<file path="src/rtl/sync_ram_ctl.sv">
// Single-clock synchronous RAM with request/acknowledge handshake, registered
// read data, out-of-range detection and a clear sequencer run after reset or on CLR.
`timescale 1ns/1ps

module sync_ram_ctl #(
    parameter int DATA_W = 8,
    parameter int ADDR_W = 5,
    parameter int DEPTH  = 32
) (
    input  logic              CLK,
    input  logic              RST_N,
    input  logic              REQ,
    input  logic              WE,
    input  logic [ADDR_W-1:0] ADDR,
    input  logic [DATA_W-1:0] WDATA,
    input  logic              CLR,
    output logic [DATA_W-1:0] RDATA,
    output logic              ACK,
    output logic              ERR,
    output logic              BUSY
);

    localparam logic [ADDR_W:0]   DEPTH_EXT = (ADDR_W+1)'(DEPTH);
    localparam logic [ADDR_W-1:0] LAST_ADDR = ADDR_W'(DEPTH-1);

    typedef enum logic [0:0] {
        ST_INIT = 1'b0,
        ST_IDLE = 1'b1
    } state_t;

    state_t              state_r;
    state_t              state_s;
    logic [ADDR_W-1:0]   cnt_r;
    logic [ADDR_W-1:0]   cnt_s;
    logic [DATA_W-1:0]   rdata_r;
    logic [DATA_W-1:0]   rdata_s;
    logic                ack_r;
    logic                ack_s;
    logic                err_r;
    logic                err_s;
    logic                busy_r;
    logic                busy_s;
    logic                in_range_s;
    logic                mem_we_s;
    logic [ADDR_W-1:0]   mem_waddr_s;
    logic [DATA_W-1:0]   mem_wdata_s;
    logic [DATA_W-1:0]   mem_r [DEPTH];

    // Zero-extended compare; constant-true when DEPTH fills the address space.
    assign in_range_s = ({1'b0, ADDR} < DEPTH_EXT);

    // Next-state, single memory write port and registered-output next values.
    always_comb begin
        state_s     = state_r;
        cnt_s       = cnt_r;
        rdata_s     = rdata_r;
        ack_s       = 1'b0;
        err_s       = 1'b0;
        mem_we_s    = 1'b0;
        mem_waddr_s = cnt_r;
        mem_wdata_s = '0;
        case (state_r)
            ST_INIT: begin
                // CLR is deliberately not examined here: an ongoing clear never restarts.
                mem_we_s    = 1'b1;
                mem_waddr_s = cnt_r;
                mem_wdata_s = '0;
                if (cnt_r == LAST_ADDR) begin
                    state_s = ST_IDLE;
                    cnt_s   = '0;
                end else begin
                    cnt_s = cnt_r + ADDR_W'(1);
                end
            end
            ST_IDLE: begin
                if (CLR) begin
                    state_s = ST_INIT;
                    cnt_s   = '0;
                    rdata_s = '0;
                end else if (REQ) begin
                    ack_s = 1'b1;
                    err_s = ~in_range_s;
                    if (in_range_s && WE) begin
                        mem_we_s    = 1'b1;
                        mem_waddr_s = ADDR;
                        mem_wdata_s = WDATA;
                    end else if (in_range_s) begin
                        rdata_s = mem_r[ADDR];
                    end else begin
                        rdata_s = rdata_r;
                    end
                end else begin
                    state_s = ST_IDLE;
                end
            end
            default: begin
                state_s = ST_INIT;
                cnt_s   = '0;
            end
        endcase
        busy_s = (state_s == ST_INIT);
    end

    // Control state and registered outputs.
    always_ff @(posedge CLK or negedge RST_N) begin
        if (!RST_N) begin
            state_r <= ST_INIT;
            cnt_r   <= '0;
            rdata_r <= '0;
            ack_r   <= 1'b0;
            err_r   <= 1'b0;
            busy_r  <= 1'b1;
        end else begin
            state_r <= state_s;
            cnt_r   <= cnt_s;
            rdata_r <= rdata_s;
            ack_r   <= ack_s;
            err_r   <= err_s;
            busy_r  <= busy_s;
        end
    end

    // Storage array; not reset, the clear sequencer zeroes it instead.
    always_ff @(posedge CLK) begin
        if (mem_we_s) begin
            mem_r[mem_waddr_s] <= mem_wdata_s;
        end
    end

    assign RDATA = rdata_r;
    assign ACK   = ack_r;
    assign ERR   = err_r;
    assign BUSY  = busy_r;

endmodule

</file>
<file path="config.mk">
export PLATFORM = sky130hd
export DESIGN_NAME = sync_ram_ctl
export DESIGN_NICKNAME = d
export VERILOG_FILES = /design/src/rtl/sync_ram_ctl.sv
export SDC_FILE = /design/constraint.sdc
export NUM_CORES = 1
export LEC_CHECK = 0
export ABC_CLOCK_PERIOD_IN_PS = 2510
export CAP_MARGIN = 25
export CORE_ASPECT_RATIO = 1.75
export CORE_MARGIN = 4
export CORE_UTILIZATION = 40
export CTS_BUF_LIST = sky130_fd_sc_hd__clkbuf_4 sky130_fd_sc_hd__clkbuf_8
export CTS_CLUSTER_SIZE = 10
export DETAILED_ROUTE_END_ITERATION = 10
export GPL_TIMING_DRIVEN = 0
export SYNTH_ARGS = -nofsm -noshare
export SYNTH_HDL_FRONTEND = slang
export SYNTH_SLANG_ARGS = --single-unit
export TNS_END_PERCENT = 30
</file>
<file path="constraint.sdc">
create_clock -name CLK -period 2.51 [get_ports CLK]
set_input_delay 0.3765 -clock CLK [delete_from_list [all_inputs] [get_ports CLK]]
set_output_delay 0.3765 -clock CLK [all_outputs]
set_load 0.02 [all_outputs]
</file>
==> results.py, run 1 <==
metrics = {
    "logic_synthesis": {
        "synth_largest_area_cell": "edfxtp_1",
        "yosysWarnings": 0,
        "ys_seq_area_share_pct": 73.8,
        "ys_ff_latch": 272,
        "synth_cell_type_count": 44,
        "synth_nets": 624,
        "synth_top_flop_cell": "edfxtp_1",
        "synth_top_area_share_pct": 70.2,
        "avgSynthCellArea_um2": 18.1,
        "synthesis.area_um2": 11000,
        "syn_inst": 604,
        "synth_async_sr_flop_share_pct": 5.88,
        "synth_edf_count": 256,
        "synth_area_leaders": "edfxtp_1 (70%), mux2i_1 (5.9%), mux4_2 (4.9%)",
    },
    "clock_tree": {
        "numCtsBuffers": 36,
        "worstSkewPairLatency_ps": 520,
        "h-tree-depth": 2,
        "clockBufferDepth": 3,
        "root_buffer": "clkbuf_8",
        "path_clk_slew_ps": 60,
        "cts_tree": "yes",
        "cts_num_sinks": 272,
    },
    "power_and_ir_drop": {
        "seq_power_share_pct": 53.7,
        "power.density_nw_per_um2": 823,
        "power.leakage_uw": 0.00441,
        "p_switching_uw": 2820,
        "swShare_pct": 27.0,
        "clkPwrFrac_pct": 30.5,
        "internal-power_uw": 7620,
        "totalPowerFinal_uw": 10400,
        "combPwrFrac_pct": 15.8,
        "ir_drop_uv": 271,
    },
    "worst_setup_path": {
        "crit_top_cell": "buf_2",
        "crit_path_max_incr_delay_ps": 560,
        "required_ps": 2660,
        "critPathMaxFanout": 10,
        "crit_slowest_cell": "nor2_2",
        "crit_chain": "clkdlybuf4s50_1 -> buf_2 -> buf_4 -> buf_2 -> a31oi_2 -> nor2_2",
        "crit_arrival_ps": 2710,
        "crit_path_start_kind": "input port",
        "end_kind": "register",
        "path_class": "in -> reg",
    },
    "die": {
        "num_rows": 79,
        "fp.dieArea_um2": 30200,
        "die_w_um": 133,
        "start_util_pct": 40.9,
        "die_h_um": 227,
        "coreArea_um2": 26800,
        "pin_count": 29,
    },
    "cells_and_area": {
        "final_common_cell": "edfxtp_1",
        "final_area_um2": 12700,
        "layout-drive-gt1-share_pct": 22.8,
        "n_antenna_cell": 0,
        "utilization_pct": 47.4,
        "num-nets-final": 695,
        "syn2layout_area_growth_pct": 15.9,
        "final_cells": 1062,
        "layout_common_cells": "edfxtp_1 (256), mux2i_1 (65), clkbuf_8 (41)",
    },
    "flow_run": {
        "maxCapViolCount": 0,
    },
    "timing": {
        "skew_ps": 12.8,
        "hold_viol_final": 0,
        "post-route-period-util_pct": 102,
        "slew_headroom_pct": 27.5,
        "worst_slack_ps": -49.5,
        "setup_violations": 27,
        "min_period_ps": 2560,
        "tightest_slew_ps": 1080,
        "rsz0062_at_grt": "true",
        "slew_violations": 0,
        "max_clock_freq_mhz": 391,
    },
    "route": {
        "vias_per_cell": 5.31,
        "routed_wl_mm": 24.0,
        "ant_nets": 0,
        "drt_first_pass_iters": 5,
        "wl_per_cell_um": 22.6,
        "dr.first_iter.drc_count": 476,
        "drcViolationCount": 0,
        "vias": 5639,
    },
    "placed_design": {
        "post-dp-hpwl_mm": 17.0,
        "routabilityCongestion": 0.853,
        "portBuffers": 25,
        "dp_slack_ps": -883,
        "post-place-cells": 998,
        "postPlaceCellArea_um2": 11700,
    },
    "grt": {
        "grt_usage_pct": 16.0,
        "grt_pass1_wl_mm": 36.1,
        "grt_pass1_vias": 6113,
        "grt_max_degree": 33,
        "grt-ovfl-total": 0,
        "antenna_found_initial": 0,
    },
    "run_status": {
        "status": "finished, violations left",
        "violations": "negative setup slack",
    },
    "hold_path": {
        "hp-class": "in -> async",
    },
}
[stage by stage]
stage          hold WS (ps)  TNS [ps]
6_report                297      -867
3_3_place_gp            497   -283140
4_1_cts                 287    -14730
3_5_place_dp            481   -259150
2_1_floorplan          80.9         0
5_1_grt                 338    -10570
[worst max-delay path, delay by kind of cell]
kind,cells,cell delay (ps)
AO/OA/AOI/OAI,1,450
buffers and inverters,4,1320
AND/OR/NAND/NOR,1,560
[layout make-up]
class / instances / area [um2]
Tap cell: 364 / 455
Clock inverter: 9 / 40.0
Clock buffer: 52 / 647
Multi-Input combinational cell: 297 / 2830
Sequential cell: 272 / 8090
Timing Repair Buffer: 33 / 375
Inverter: 3 / 11.3
Buffer: 32 / 246
Fill cell: 2251 / 14100
[repair_timing]
action,in CTS,in global routing
hold buffers,0,0
endpoints found under the hold margin,0,0
buffers inserted,0,0
setup endpoints to repair,283,228
resized for setup,15,44
[registers in the layout, summed over array words and instances (netlist names)]
name / count
mem_r: 256
RDATA: 8
cnt_r: 5
ACK: 1
BUSY: 1
state_r: 1
[power groups by stage]
stage                     Combinational (uW)  Sequential [uW]  Clock (uW)
after floorplan                          874             5680           0
after global placement                  1370             5680           0
after detailed placement                1420             5710           0
after CTS                               1460             5620        3260
after global routing                    1780             5650        3440
final                                   1650             5610        3180
[synthesized netlist by cell type, drive strengths merged (2+ instances only)]
library cell  count
a211oi            7
a21oi            25
a221oi            7
a22o              9
a22oi            17
and2             11
buf              23
clkbuf            9
dfrtp            15
edfxtp          256
ha                2
inv               3
mux2              8
mux2i            65
mux4             32
nand2            28
nand3             4
nand3b            4
nor2             38
nor2b            11
nor3              2
nor3b             2
o21ai             5
o31ai             2
o41ai             7
[per-layer routing]
layer  share of wire [%]  up-vias  GRT usage [%]
li1                    -     2563              -
met1                  36     2895           16.7
met2                  57      124           31.5
met3                 2.9       57           2.17
met4                 4.6        0           7.21
met5                   0        -              0
[cells by family (layout without fill, tap and decap cells)]
family	count (synthesis)	after routing	share of synthesized area (%)
flops	272	272	73.8
mux	105	105	13.6
simple gates	105	105	4.57
compound gates	82	82	5.21
buf+inv	35	129	2.35
fa+ha+maj	2	2	0.228
xor+xnor	2	2	0.160
other cells	1	1	0.0342
[final timing paths]
check / start / end / slack (ps) / cells after the start
setup / recovery: ADDR[1] / mem_r[27][1] / -50 / 6
max in group asynchronous: RST_N / cnt_r[2] / 1740 / 1
hold reg to reg: RDATA[4] / RDATA[4] / 490 / 2
min in group CLK: RDATA[4] / RDATA[4] / 490 / 2
setup reg to reg: state_r / mem_r[13][5] / -10 / 6
hold / removal: RST_N / ACK / 300 / 1
No activity file was read; power rests on OpenSTA's default activity.
==> inputs of run 2 (changes only) <==
--- a/config.mk
+++ b/config.mk
@@ -5,6 +5,7 @@
 export SDC_FILE = /design/constraint.sdc
 export NUM_CORES = 1
 export LEC_CHECK = 0
+export ABC_AREA = 1
 export ABC_CLOCK_PERIOD_IN_PS = 2510
 export CAP_MARGIN = 25
 export CORE_ASPECT_RATIO = 1.75
@@ -14,6 +15,7 @@
 export CTS_CLUSTER_SIZE = 10
 export DETAILED_ROUTE_END_ITERATION = 10
 export GPL_TIMING_DRIVEN = 0
+export PLACE_DENSITY_LB_ADDON = 0.12
 export SYNTH_ARGS = -nofsm -noshare
 export SYNTH_HDL_FRONTEND = slang
 export SYNTH_SLANG_ARGS = --single-unit
==> run 2 against run 1 <==
  * The flow still finishes with violations (negative setup slack)
  * Sequential share of layout area fell by 2.2 points
  * Sequential power increased by 2%
  * First-iteration DRC count down 18%
  * Synthesized cell count up 65%
  * Clock power is 12% higher
  * Core utilization fell by 0.21 points
  * Critical endpoint is now mem_r[24][0]
  * Largest cell class unchanged
  * Highest routed layer is now met5
==> results.py, run 2 <==
metrics = {
    "logic_synthesis": {
        "synth_edf_count": 256,
        "yosysMostFrequentCell": "nand2_1",
        "synthesis.area_um2": 11300,
        "ys_ff_latch": 272,
        "avgSynthCellArea_um2": 11.3,
        "synth_area_leaders": "edfxtp_1 (68%), nand2_1 (12%), nand3_1 (9.8%)",
        "yosysWarnings": 0,
        "synth_top_flop_cell": "edfxtp_1",
        "synth_nets": 1019,
        "ys_seq_area_share_pct": 71.7,
        "synth_cell_type_count": 29,
        "synth_largest_area_cell": "edfxtp_1",
        "syn_inst": 999,
        "synth_common_cells": "nand2_1 (349), edfxtp_1 (256), nand3_1 (220)",
        "synth_async_sr_flop_share_pct": 5.88,
        "synth_top_area_share_pct": 68.1,
    },
    "clock_tree": {
        "worstSkewPairLatency_ps": 580,
        "clockBufferDepth": 3,
        "numCtsBuffers": 40,
        "postCtsHoldBufs": 0,
        "cts_num_sinks": 272,
        "h-tree-depth": 2,
        "root_buffer": "clkbuf_8",
        "cts_tree": "yes",
        "path_clk_slew_ps": 60,
    },
    "timing": {
        "min_period_ps": 2620,
        "fin_setup_tns_ps": -3640,
        "skew_ps": 19.5,
        "hold_viol_final": 0,
        "tightest_slew_ps": 1010,
        "setup_violations": 136,
        "rsz0062_at_grt": "true",
        "post-route-period-util_pct": 104,
        "max_clock_freq_mhz": 382,
        "slew_violations": 0,
        "slew_headroom_pct": 32.8,
        "worst_slack_ps": -107,
    },
    "placed_design": {
        "post-dp-hpwl_mm": 21.6,
        "portBuffers": 24,
        "routabilityCongestion": 0.880,
        "dp_slack_ps": -1090,
    },
    "worst_setup_path": {
        "required_ps": 2730,
        "reg2reg_slack_ps": -110,
        "crit_path_start_kind": "register",
        "critPathMaxFanout": 9,
        "cp_top_family": "simple AND/OR/NAND/NOR gates",
        "crit_buf_inv": 2,
        "crit_path_max_incr_delay_ps": 560,
        "end_kind": "register",
        "path_class": "reg -> reg",
        "crit_chain": "inv_2 -> nor2_4 -> inv_4 -> nor2_8 -> nand2_4 -> o21ai_2 -> nand3_2 -> nor2_2",
        "crit_arrival_ps": 2840,
        "crit_slowest_cell": "nor2_2",
    },
    "grt": {
        "grt_pass1_wl_mm": 46.6,
        "grt_pass1_vias": 7722,
        "grt-ovfl-total": 0,
        "antenna_found_initial": 2,
        "grt_usage_pct": 20.6,
        "grt_max_degree": 33,
    },
    "cells_and_area": {
        "final_common_cell": "nand2_1",
        "regMostFlops": "mem_r",
        "largest_reg_flops": 256,
        "layout_common_cells": "nand2_1 (347), edfxtp_1 (256), nand3_1 (216)",
        "layout-drive-gt1-share_pct": 16.4,
        "num-nets-final": 1090,
        "nFillCells": 2579,
        "syn2layout_area_growth_pct": 16.5,
    },
    "route": {
        "wl_per_cell_um": 21.2,
        "routed_wl_mm": 31.3,
        "drcViolationCount": 0,
        "vias": 7430,
        "ant_nets": 0,
        "drt_first_pass_iters": 5,
        "dr.first_iter.drc_count": 390,
        "vias_per_cell": 5.04,
    },
    "run_status": {
        "violations": "negative setup slack",
        "status": "finished, violations left",
    },
    "hold_path": {
        "hp-class": "in -> async",
    },
    "die": {
        "die_w_um": 135,
        "die_h_um": 230,
        "start_util_pct": 40.5,
        "num_rows": 81,
        "pin_count": 29,
        "coreArea_um2": 27900,
        "fp.dieArea_um2": 31100,
    },
    "power_and_ir_drop": {
        "ir_drop_uv": 432,
        "power.density_nw_per_um2": 868,
        "power.leakage_uw": 0.00493,
    },
    "flow_run": {
        "maxCapViolCount": 0,
    },
}
## run 2: cell types whose count changed in the layout (fill, tap and decap cells not counted), moves of 19 or more
cell	previous run	this run
a21oi_1	24	1
buf_2	6	33
inv_1	3	22
mux2i_1	65	0
mux4_2	24	0
nand2_1	28	347
nand3_1	4	216
## run 2: power by group
group	total, uW	internal, uW	switching, uW
combinational	2160	563	1600
clock	3550	1820	1730
sequential	5710	5560	150
total	11400	7940	3480
## run 2: cells by family (layout without fill, tap and decap cells)
logic type	Yosys count	count (layout)	synth area share [%]
AND/OR/NAND/NOR	628	628	23.9
flip-flops	272	272	71.7
XOR/XNOR	1	1	0.0776
other	1	2	0.0332
adder cells (fa/ha/maj)	2	2	0.222
buffers and inverters	82	184	3.25
AO/OA/AOI/OAI	13	13	0.831
## run 2: layout make-up
cell class,instances,area (um2),share of cell area [%]
tap,373,467,3.55
timing repair buffer,29,335,2.55
sequential,272,8090,61.5
inverter,28,108,0.818
clock buffer,57,703,5.35
antenna,1,2.50,0.0190
multi-input combinational,645,3100,23.6
buffer,54,267,2.03
clock inverter,16,77.6,0.590
## run 2: routing by layer
layer | wire length [um] | global-route usage [%] | vias to the layer above | part of all wire (%)
li1 | - | - | 3604 | -
met1 | 11400 | 22.0 | 3543 | 37
met2 | 16800 | 38.0 | 193 | 54
met3 | 1240 | 3.44 | 88 | 4.0
met4 | 1770 | 11.4 | 2 | 5.6
met5 | 9 | 0 | - | 0.029
## run 2: path summary, 6_finish.rpt
kind,cells after the start,to,start
setup / recovery,8,mem_r[24][0],state_r
hold / removal,1,RDATA[2],RST_N
setup reg to reg,8,mem_r[24][0],state_r
hold reg to reg,2,RDATA[0],RDATA[0]
max in group asynchronous,1,RDATA[0],RST_N
min in group CLK,4,RDATA[1],ADDR[4]
## run 2: per-stage QoR
stage / cell area, um2 / utilization [%] / total power, uW / hold slack, ps / cells
6_report: 13100 / 47.2 / 11400 / 244 / 1475
5_1_grt: 13100 / 47.2 / 11900 / 300 / 1475
4_1_cts: 13000 / 46.8 / 11400 / 251 / 1473
3_5_place_dp: 12100 / 43.5 / 7690 / 471 / 1400
3_3_place_gp: 12000 / 43.0 / 7660 / 471 / 1396
2_1_floorplan: 11300 / - / 6930 / 80.9 / 999
## run 2: what timing repair did
action	in CTS	in global routing
gates resized for setup	45	16
setup buffers	0	1
pin swaps	0	2
setup endpoints to repair	256	248
